==> src/rtl/demux_route_pkg.sv <==
// demux_route_pkg: shared FSM encoding and destination-to-select mapping
// for the demux routing controller.
package demux_route_pkg;

    typedef enum logic [1:0] {
        IDLE    = 2'd0,
        SETUP   = 2'd1,
        XFER    = 2'd2,
        RELEASE = 2'd3
    } state_t;

    localparam logic [1:0] DEST_Y0 = 2'd0;
    localparam logic [1:0] DEST_Y1 = 2'd1;
    localparam logic [1:0] DEST_Y2 = 2'd2;
    localparam logic [1:0] DEST_Y3 = 2'd3;

    // s0 picks the branch: 0 = y0/y1, 1 = y2/y3
    localparam logic S0_LOW_BRANCH  = 1'b0;
    localparam logic S0_HIGH_BRANCH = 1'b1;

    // Leaf select inside a branch: 0 = even output, 1 = odd output
    localparam logic LEAF_EVEN = 1'b0;
    localparam logic LEAF_ODD  = 1'b1;

endpackage

==> src/rtl/route_sel_decode.sv <==
// route_sel_decode: dest index -> hierarchical demux selects + one-hot mask.
// Ports: dest, s1_prev/s2_prev (held values) -> s0, s1, s2, mask.
module route_sel_decode
    import demux_route_pkg::*;
(
    input  logic [1:0] dest,
    input  logic       s1_prev,
    input  logic       s2_prev,
    output logic       s0,
    output logic       s1,
    output logic       s2,
    output logic [3:0] mask
);

    always_comb begin
        s0   = S0_LOW_BRANCH;
        s1   = s1_prev;
        s2   = s2_prev;
        mask = 4'b0000;
        unique case (dest)
            DEST_Y0: begin
                s0   = S0_LOW_BRANCH;
                s1   = LEAF_EVEN;
                mask = 4'b0001;
            end
            DEST_Y1: begin
                s0   = S0_LOW_BRANCH;
                s1   = LEAF_ODD;
                mask = 4'b0010;
            end
            DEST_Y2: begin
                s0   = S0_HIGH_BRANCH;
                s2   = LEAF_EVEN;
                mask = 4'b0100;
            end
            DEST_Y3: begin
                s0   = S0_HIGH_BRANCH;
                s2   = LEAF_ODD;
                mask = 4'b1000;
            end
            default: ;
        endcase
    end

endmodule

==> src/rtl/demux_route_ctrl.sv <==
// demux_route_ctrl: routes one word at a time through a shared 1-to-4 demux
// with a select settle window, valid/ready handoff and a stall timeout.
// Ports: clk, rst_n, in_valid/in_ready/in_data/in_dest (source side),
//        out_ready/out_valid/out_data (destinations), dmx_d/dmx_s0..s2
//        (demux control), drop_err (timeout pulse), busy.
module demux_route_ctrl
    import demux_route_pkg::*;
#(
    parameter int W          = 8,
    parameter int SETTLE_CYC = 2,
    parameter int TIMEOUT    = 16
) (
    input  logic         clk,
    input  logic         rst_n,
    input  logic         in_valid,
    output logic         in_ready,
    input  logic [W-1:0] in_data,
    input  logic [1:0]   in_dest,
    input  logic [3:0]   out_ready,
    output logic [3:0]   out_valid,
    output logic [W-1:0] out_data,
    output logic         dmx_d,
    output logic         dmx_s0,
    output logic         dmx_s1,
    output logic         dmx_s2,
    output logic         drop_err,
    output logic         busy
);

    localparam logic [3:0] SETTLE_LD = 4'(SETTLE_CYC - 1);
    localparam logic [7:0] TMO_LAST  = 8'(TIMEOUT - 1);

    state_t     state;
    logic [3:0] settle_cnt;
    logic [7:0] tmo_cnt;
    logic [3:0] mask_q;

    logic       dec_s0;
    logic       dec_s1;
    logic       dec_s2;
    logic [3:0] dec_mask;
    logic       hit;

    route_sel_decode u_dec (
        .dest    (in_dest),
        .s1_prev (dmx_s1),
        .s2_prev (dmx_s2),
        .s0      (dec_s0),
        .s1      (dec_s1),
        .s2      (dec_s2),
        .mask    (dec_mask)
    );

    // Only the latched destination's ready counts
    assign hit      = |(out_ready & mask_q);
    assign in_ready = (state == IDLE);
    assign busy     = (state != IDLE);

    always_ff @(posedge clk or negedge rst_n) begin
        if (!rst_n) begin
            state      <= IDLE;
            settle_cnt <= '0;
            tmo_cnt    <= '0;
            mask_q     <= '0;
            out_valid  <= '0;
            out_data   <= '0;
            dmx_d      <= 1'b0;
            dmx_s0     <= 1'b0;
            dmx_s1     <= 1'b0;
            dmx_s2     <= 1'b0;
            drop_err   <= 1'b0;
        end else begin
            drop_err <= 1'b0;
            unique case (state)
                IDLE: begin
                    if (in_valid) begin
                        out_data   <= in_data;
                        mask_q     <= dec_mask;
                        dmx_s0     <= dec_s0;
                        dmx_s1     <= dec_s1;
                        dmx_s2     <= dec_s2;
                        settle_cnt <= SETTLE_LD;
                        state      <= SETUP;
                    end
                end
                SETUP: begin
                    if (settle_cnt == 4'd0) begin
                        dmx_d     <= 1'b1;
                        out_valid <= mask_q;
                        tmo_cnt   <= '0;
                        state     <= XFER;
                    end else begin
                        settle_cnt <= settle_cnt - 4'd1;
                    end
                end
                XFER: begin
                    // Ready wins over a simultaneous timeout
                    if (hit) begin
                        dmx_d     <= 1'b0;
                        out_valid <= '0;
                        state     <= RELEASE;
                    end else if (tmo_cnt == TMO_LAST) begin
                        dmx_d     <= 1'b0;
                        out_valid <= '0;
                        drop_err  <= 1'b1;
                        state     <= RELEASE;
                    end else begin
                        tmo_cnt <= tmo_cnt + 8'd1;
                    end
                end
                RELEASE: state <= IDLE;
                default: state <= IDLE;
            endcase
        end
    end

endmodule

==> config.mk <==
export PLATFORM = sky130hd
export DESIGN_NAME = demux_route_ctrl
export DESIGN_NICKNAME = d
export VERILOG_FILES = /design/src/rtl/demux_route_pkg.sv /design/src/rtl/route_sel_decode.sv /design/src/rtl/demux_route_ctrl.sv
export SDC_FILE = /design/constraint.sdc
export NUM_CORES = 1
export LEC_CHECK = 0
export ABC_AREA = 0
export BUFFER_PORTS_ARGS = -buffer_cell sky130_fd_sc_hd__clkbuf_2
export CAP_MARGIN = 20
export CORE_UTILIZATION = 49
export DETAILED_ROUTE_END_ITERATION = 8
export PLACE_DENSITY_LB_ADDON = 0.08
export REMOVE_ABC_BUFFERS = 1
export SLEW_MARGIN = 20
export SYNTH_ARGS = -nofsm -noshare
export SYNTH_HDL_FRONTEND = slang
export SYNTH_SLANG_ARGS = --single-unit
==> constraint.sdc <==
create_clock -name clk -period 1.6 [get_ports clk]
set_clock_uncertainty 0.1 [all_clocks]
set_input_delay 0.16 -clock clk [delete_from_list [all_inputs] [get_ports clk]]
set_output_delay 0.16 -clock clk [all_outputs]
set_load 0.03 [all_outputs]
==> flow_metrics.env, run 1 <==
export IMPL_routed_wl_um=5790
export IMPL_syn_area_per_cell_um2=10.3
export IMPL_cap_violations=0
export IMPL_synth_cell_type_count=44
export IMPL_grt_start_max_net_pins=36
export IMPL_synth_seq_area_share=0.484
export IMPL_antenna_cells_inserted=0
export IMPL_worst_setup_path_end_kind="flip-flop"
export IMPL_tritoncts="done"
export IMPL_grt_setup_unrepaired="true"
export IMPL_p_clk_frac=0.116
export IMPL_period_minus_slack_ns=1.88
export IMPL_synth_seq_cells=35
export IMPL_ys_dominant_reg_cell="sky130_fd_sc_hd__dfrtp_1"
export IMPL_worst_slew_pin_transition_ns=0.452
export IMPL_hold_violation_count_in_the_final_report=0
export IMPL_clk_path_buf_depth=2
export IMPL_initial_core_util=0.526
export IMPL_core_area_um2=3440
export IMPL_path_max_fanout=10
export IMPL_clock_tree_htree_level_count=2
export IMPL_most_used_cells_in_the_layout_excluding_fill_and_tap_cells="44 x sky130_fd_sc_hd__buf_4, 35 x sky130_fd_sc_hd__dfrtp_1, 33 x sky130_fd_sc_hd__clkbuf_2"
export IMPL_power_frac_seq=0.238
export IMPL_die_height_um=62.8
export IMPL_hold_path_class="in -> reg"
export IMPL_powerDensity_nw_per_um2=2100
export IMPL_synth_largest_area_cell="sky130_fd_sc_hd__dfrtp_1"
export IMPL_flow_area_growth_from_synthesis_pct=61.7
export IMPL_required_ns=1.69
export IMPL_yosys_top_cells_area="sky130_fd_sc_hd__dfrtp_1 48%, sky130_fd_sc_hd__mux2_2 5.0%, sky130_fd_sc_hd__nand2_1 4.6%"
export IMPL_power_internal_mw=3.49
export IMPL_combinational_share_of_power=0.647
export IMPL_overflow=0
export IMPL_route_detailed_vias_per_inst=5.74
export IMPL_run_status="finished with violations"
export IMPL_power_switching_mw=2.64
export IMPL_drv_slew=0
export IMPL_min_period_over_period=1.17
export IMPL_synthesis_area_um2=1810
export IMPL_grtUsageTotal=0.291
export IMPL_ys_async_sr_fraction=1.00
export IMPL_worst_setup_path_start_kind="flip-flop"
export IMPL_critPathKind="reg -> reg"
export IMPL_cts_inserted_buffers=5
export IMPL_grt_pass1_wl_um=8690
export IMPL_setup_violations=22
export IMPL_drive_gt1_frac=0.545
export IMPL_gp_congestion=0.847
export IMPL_layout_cells_most_common="sky130_fd_sc_hd__buf_4"
export IMPL_final_core_utilization=0.850
export IMPL_post_route_drc_count=0
export IMPL_antenna_found_initial=0
export IMPL_drt_first_iter_violations=130
export IMPL_num_rows=21
export IMPL_detail_route_wl_per_cell_um=17.8
export IMPL_path_clk_slew_ns=0.08
export IMPL_floorplan_die_width_um=62.8
export IMPL_yosysWarnings=0
export IMPL_io_pins=36
export IMPL_numClockSinks=35
export IMPL_p_total_mw=6.13
export IMPL_synth_enable_flop_cells=0
export IMPL_vdd_ir_drop_worst_v=0.00159
export IMPL_post_dp_hpwl_um=3250
export IMPL_max_slew_margin_rel=0.698
export IMPL_firstDrtPassIters=4
export IMPL_worstSkewPairLatency_ns=0.29
export IMPL_final_antenna_net_count=0
export IMPL_max_freq_ghz=0.533
export IMPL_synthDominantCellAreaShare=0.484
export IMPL_total_number_of_nets_in_the_final_design=300
export IMPL_vias_in_the_first_global_route=1845
export IMPL_finalWorstSetupSlack_ns=-0.277
export IMPL_vias=1866
export IMPL_violations_in_the_final_reports="negative setup slack"
export IMPL_total_leakage_power_nw=1.39
export IMPL_die_area_um2=3940
export IMPL_crit_arrival_ns=1.96
export IMPL_switching_share=0.430
export IMPL_io_buffer_count=35
export IMPL_syn_instance_count=175
export IMPL_cts_root_buffer_cell="sky130_fd_sc_hd__clkbuf_8"
==> flip-flops by register name, summed over array words and instances, names as in the netlist <==
register    flops
dmx_d           1
dmx_s0          1
dmx_s1          1
dmx_s2          1
drop_err        1
mask_q          4
out_data        8
out_valid       4
settle_cnt      4
state           2
tmo_cnt         8
==> worst max-delay path: stages (launching register included) <==
cell and delay, ns:
sky130_fd_sc_hd__dfrtp_1 0.40, sky130_fd_sc_hd__ha_2 0.21, sky130_fd_sc_hd__nand4b_1 0.14, sky130_fd_sc_hd__nor4_2 0.07
sky130_fd_sc_hd__buf_4 0.19, sky130_fd_sc_hd__or3_4 0.42, sky130_fd_sc_hd__o311ai_4 0.24
==> cells in the mapped netlist, drive strengths merged (2+ instances only) <==
library cell and count:
a22o 5, ha 5, or4 2, clkbuf 3, o211ai 3, nor3b 2
nand2 23, and4 2, and3 3, a211o 2, buf 4, nand3 9
nor2 6, dfrtp 35, a31oi 2, o311ai 2, o21ai 13, nor4 2
a21oi 5, a22oi 2, nand2b 3, inv 8, or3 4, nand4 5
nor3 3, mux2 9
==> stage by stage <==
stage	setup WS (ns)	hold slack, ns	area [um2]	setup TNS, ns	cells
2_1_floorplan	-0.425	-0.236	1780	-8.12	168
3_3_place_gp	-0.279	0.117	2330	-3.44	290
3_5_place_dp	-0.337	0.122	2330	-4.62	290
4_1_cts	-0.180	0.00244	2770	-1.79	315
5_1_grt	-0.321	0.0122	2930	-4.21	325
6_report	-0.277	0.0158	2930	-3.30	325
==> repair_timing <==
item                       in CTS  in global routing
pin swaps                      15                  8
setup buffers                  10                  8
hold endpoints to repair       41                  1
setup endpoints to repair      30                 30
gates resized for setup        51                 20
cloned                          0                  1
hold buffers                    7                  1
==> power groups by stage <==
stage / combinational [mW] / sequential [mW] / clock [mW]
detailed placement: 2.75 / 1.45 / 0
global route: 4.18 / 1.49 / 0.746
CTS: 3.46 / 1.44 / 0.708
floorplan: 1.20 / 1.83 / 0
finish: 3.96 / 1.46 / 0.709
global placement: 2.67 / 1.42 / 0
==> worst paths after layout <==
path | start | end | slack (ns) | cells after the start
setup / recovery | tmo_cnt[0] | tmo_cnt[0] | -0.28 | 6
hold / removal | in_data[2] | out_data[2] | 0.02 | 2
setup reg to reg | tmo_cnt[0] | tmo_cnt[0] | -0.28 | 6
hold reg to reg | dmx_s0 | dmx_s0 | 0.39 | 2
max in group asynchronous | rst_n | tmo_cnt[0] | 0.74 | 3
min in group asynchronous | rst_n | mask_q[0] | 0.33 | 3
==> metal layers <==
metal | up-vias | track usage | routed length [um]
met2 | 80 | 0.503 | 2990
met1 | 916 | 0.345 | 2350
met4 | 0 | 0.125 | 176
li1 | 854 | - | -
met5 | - | 0 | 0
met3 | 16 | 0.0657 | 283
==> cell type report <==
class	count	area, um2
Clock buffer	6	82.6
Multi-Input combinational cell	125	1050
Fill cell	195	517
Sequential cell	35	876
Timing Repair Buffer	103	812
Inverter	8	35.0
Clock inverter	2	16.3
Tap cell	46	57.6
==> cells by family (layout without fill, tap and decap cells) <==
group | Yosys count | after routing | synth area share
mux | 10 | 10 | 0.0636
simple gates | 69 | 69 | 0.211
fa+ha+maj | 5 | 5 | 0.0346
buf+inv | 15 | 119 | 0.0353
compound gates | 41 | 41 | 0.172
flops | 35 | 35 | 0.484
Power figures use the tool's default switching activity.
==> inputs of run 2 (changes only) <==
Settings changed: ABC_AREA 0 to 1.
==> flow_metrics.env, run 2 <==
export IMPL_worst_slew_pin_transition_ns=0.267
export IMPL_antenna_cells_inserted=0
export IMPL_path_clk_slew_ns=0.10
export IMPL_reg_top3="out_data x8, tmo_cnt x8"
export IMPL_filler_cell_count=285
export IMPL_drv_slew=0
export IMPL_worstSkewPairLatency_ns=0.33
export IMPL_core_area_um2=3420
export IMPL_synth_cell_type_count=27
export IMPL_min_period_over_period=0.937
export IMPL_syn_instance_count=225
export IMPL_min_delay_start="out_ready[1]"
export IMPL_flow_area_growth_from_synthesis_pct=29.8
export IMPL_num_rows=21
export IMPL_grt_start_max_net_pins=36
export IMPL_setup_violations=0
export IMPL_die_height_um=62.5
export IMPL_period_minus_slack_ns=1.50
export IMPL_overflow=0
export IMPL_initial_core_util=0.524
export IMPL_worst_setup_path_end_kind="flip-flop"
export IMPL_synthMostInstantiatedCell="sky130_fd_sc_hd__nand2_1"
export IMPL_synthDominantCellAreaShare=0.489
export IMPL_vias=1614
export IMPL_io_pins=36
export IMPL_routed_wl_um=3760
export IMPL_cts_inserted_buffers=5
export IMPL_worst_setup_path_start_kind="flip-flop"
export IMPL_drive_gt1_frac=0.295
export IMPL_final_antenna_net_count=0
export IMPL_placement_setup_worst_slack_ns=0.0395
export IMPL_required_ns=1.77
export IMPL_gp_congestion=0.831
export IMPL_detail_route_wl_per_cell_um=11.4
export IMPL_firstDrtPassIters=4
export IMPL_hold_path_class="in -> reg"
export IMPL_post_dp_cell_area_um2=2080
export IMPL_multi_input_comb_area_um2=870
export IMPL_numClockSinks=35
export IMPL_most_used_cells_in_the_layout_excluding_fill_and_tap_cells="90 x sky130_fd_sc_hd__nand2_1, 35 x sky130_fd_sc_hd__dfrtp_1, 35 x sky130_fd_sc_hd__clkbuf_2"
export IMPL_vdd_ir_drop_worst_v=0.00104
export IMPL_clock_tree_htree_level_count=2
export IMPL_yosysWarnings=0
export IMPL_max_freq_ghz=0.667
export IMPL_post_dp_hpwl_um=2670
export IMPL_yosys_top_cells_area="sky130_fd_sc_hd__dfrtp_1 49%, sky130_fd_sc_hd__nand2_1 19%, sky130_fd_sc_hd__nor2_1 3.6%"
export IMPL_io_buffer_count=35
export IMPL_total_leakage_power_nw=1.25
export IMPL_cap_violations=0
export IMPL_synth_seq_cells=35
export IMPL_critical_path_startpoint="state[1]"
export IMPL_cts_root_buffer_cell="sky130_fd_sc_hd__clkbuf_4"
export IMPL_finished_layout_cell_area_um2=2320
export IMPL_layout_cells_most_common="sky130_fd_sc_hd__nand2_1"
export IMPL_grt_pass1_wl_um=6420
export IMPL_total_number_of_nets_in_the_final_design=307
export IMPL_critPathKind="reg -> reg"
export IMPL_cpMaxStageDelayCell="sky130_fd_sc_hd__dfrtp_1"
export IMPL_run_status="finished, final reports clean"
export IMPL_syn_area_per_cell_um2=7.96
export IMPL_crit_chain="inv_1 -> ha_1 -> inv_2 -> o21ai_4 -> clkinv_4 -> nand2_2 -> nand2_1 -> nand2_1"
export IMPL_hold_violation_count_in_the_final_report=0
export IMPL_path_max_fanout=7
export IMPL_max_slew_margin_rel=0.820
export IMPL_synth_seq_area_share=0.489
export IMPL_post_route_drc_count=0
export IMPL_final_core_utilization=0.680
export IMPL_tritoncts="done"
export IMPL_route_detailed_vias_per_inst=4.88
export IMPL_max_stage_delay_ns=0.40
export IMPL_synthesis_area_um2=1790
export IMPL_floorplan_die_width_um=62.5
export IMPL_vias_in_the_first_global_route=1523
export IMPL_ys_dominant_reg_cell="sky130_fd_sc_hd__dfrtp_1"
export IMPL_critical_path_top_cell_by_count="sky130_fd_sc_hd__nand2_1"
export IMPL_crit_arrival_ns=1.67
export IMPL_synth_largest_area_cell="sky130_fd_sc_hd__dfrtp_1"
export IMPL_worst_reg2reg_startpoint="state[1]"
export IMPL_post_synth_most_frequent_cells="92 x sky130_fd_sc_hd__nand2_1, 35 x sky130_fd_sc_hd__dfrtp_1, 17 x sky130_fd_sc_hd__nor2_1"
export IMPL_finalWorstSetupSlack_ns=0.100
export IMPL_synth_enable_flop_cells=0
export IMPL_grtUsageTotal=0.210
export IMPL_clk_path_buf_depth=2
export IMPL_antenna_found_initial=0
export IMPL_area_sequential_um2=876
export IMPL_ys_async_sr_fraction=1.00
export IMPL_drt_first_iter_violations=82
export IMPL_die_area_um2=3900
export IMPL_powerDensity_nw_per_um2=1890
-- run 2: per-stage QoR --
| step | std cells | setup TNS, ns | hold slack, ns | power [mW] |
|---|---|---|---|---|
| after global placement | 311 | 0 | 0.0424 | 3.72 |
| after CTS | 328 | 0 | 0.0303 | 4.27 |
| after floorplan | 222 | -2.09 | -0.236 | 3.07 |
| after detailed placement | 311 | 0 | 0.0383 | 3.74 |
| after global routing | 331 | -0.00286 | 0.0558 | 4.76 |
| final | 331 | 0 | 0.0359 | 4.40 |
-- run 2: logic make-up (layout without fill, tap and decap cells) --
group | Yosys count | after routing | synth area share
buffers and inverters | 25 | 85 | 0.0601
XOR/XNOR | 1 | 1 | 0.00489
AND/OR/NAND/NOR | 143 | 143 | 0.359
AO/OA/AOI/OAI | 16 | 16 | 0.0517
flip-flops | 35 | 35 | 0.489
adder cells (fa/ha/maj) | 5 | 5 | 0.0349
-- run 2: final timing paths --
check,cells after the start,to,slack [ns]
setup / recovery,8,dmx_d,0.10
hold / removal,4,drop_err,0.04
setup reg to reg,8,dmx_d,0.10
hold reg to reg,2,out_valid[3],0.38
max in group asynchronous,3,out_data[4],1.00
min in group asynchronous,3,tmo_cnt[5],0.22
-- run 2: final cells by class --
type	instances	share of cell area
Sequential cell	35	0.377
Multi-Input combinational cell	165	0.374
Timing Repair Buffer	56	0.161
Inverter	22	0.0388
Tap cell	46	0.0248
Clock buffer	6	0.0221
Clock inverter	1	0.00215
-- run 2: critical path, delay by kind of cell, from the launching register on --
family	cells	cell delay, ns
compound gates	1	0.19
simple gates	3	0.24
fa+ha+maj	1	0.20
flops	1	0.40
buf+inv	3	0.32
-- run 2: power breakdown --
group	switching, mW	internal [mW]	leakage (nW)
combinational	1.61	0.868	0.758
clock	0.283	0.204	0.0341
sequential	0.225	1.20	0.459
total	2.12	2.27	1.25
-- run 2: what timing repair did --
action                     4_1_cts  5_1_grt
hold endpoints to repair        45        0
resized for setup                1       18
pin swaps                        0        6
hold buffers                    10        0
buffers inserted                 0        3
setup endpoints to repair        1       32
-- run 2: layer usage --
layer	GRT usage	routed length (um)	vias up
met1	0.245	1660	743
met2	0.370	1890	36
met5	0	0	-
li1	-	-	828
met3	0.0566	148	7
met4	0.0727	65	0
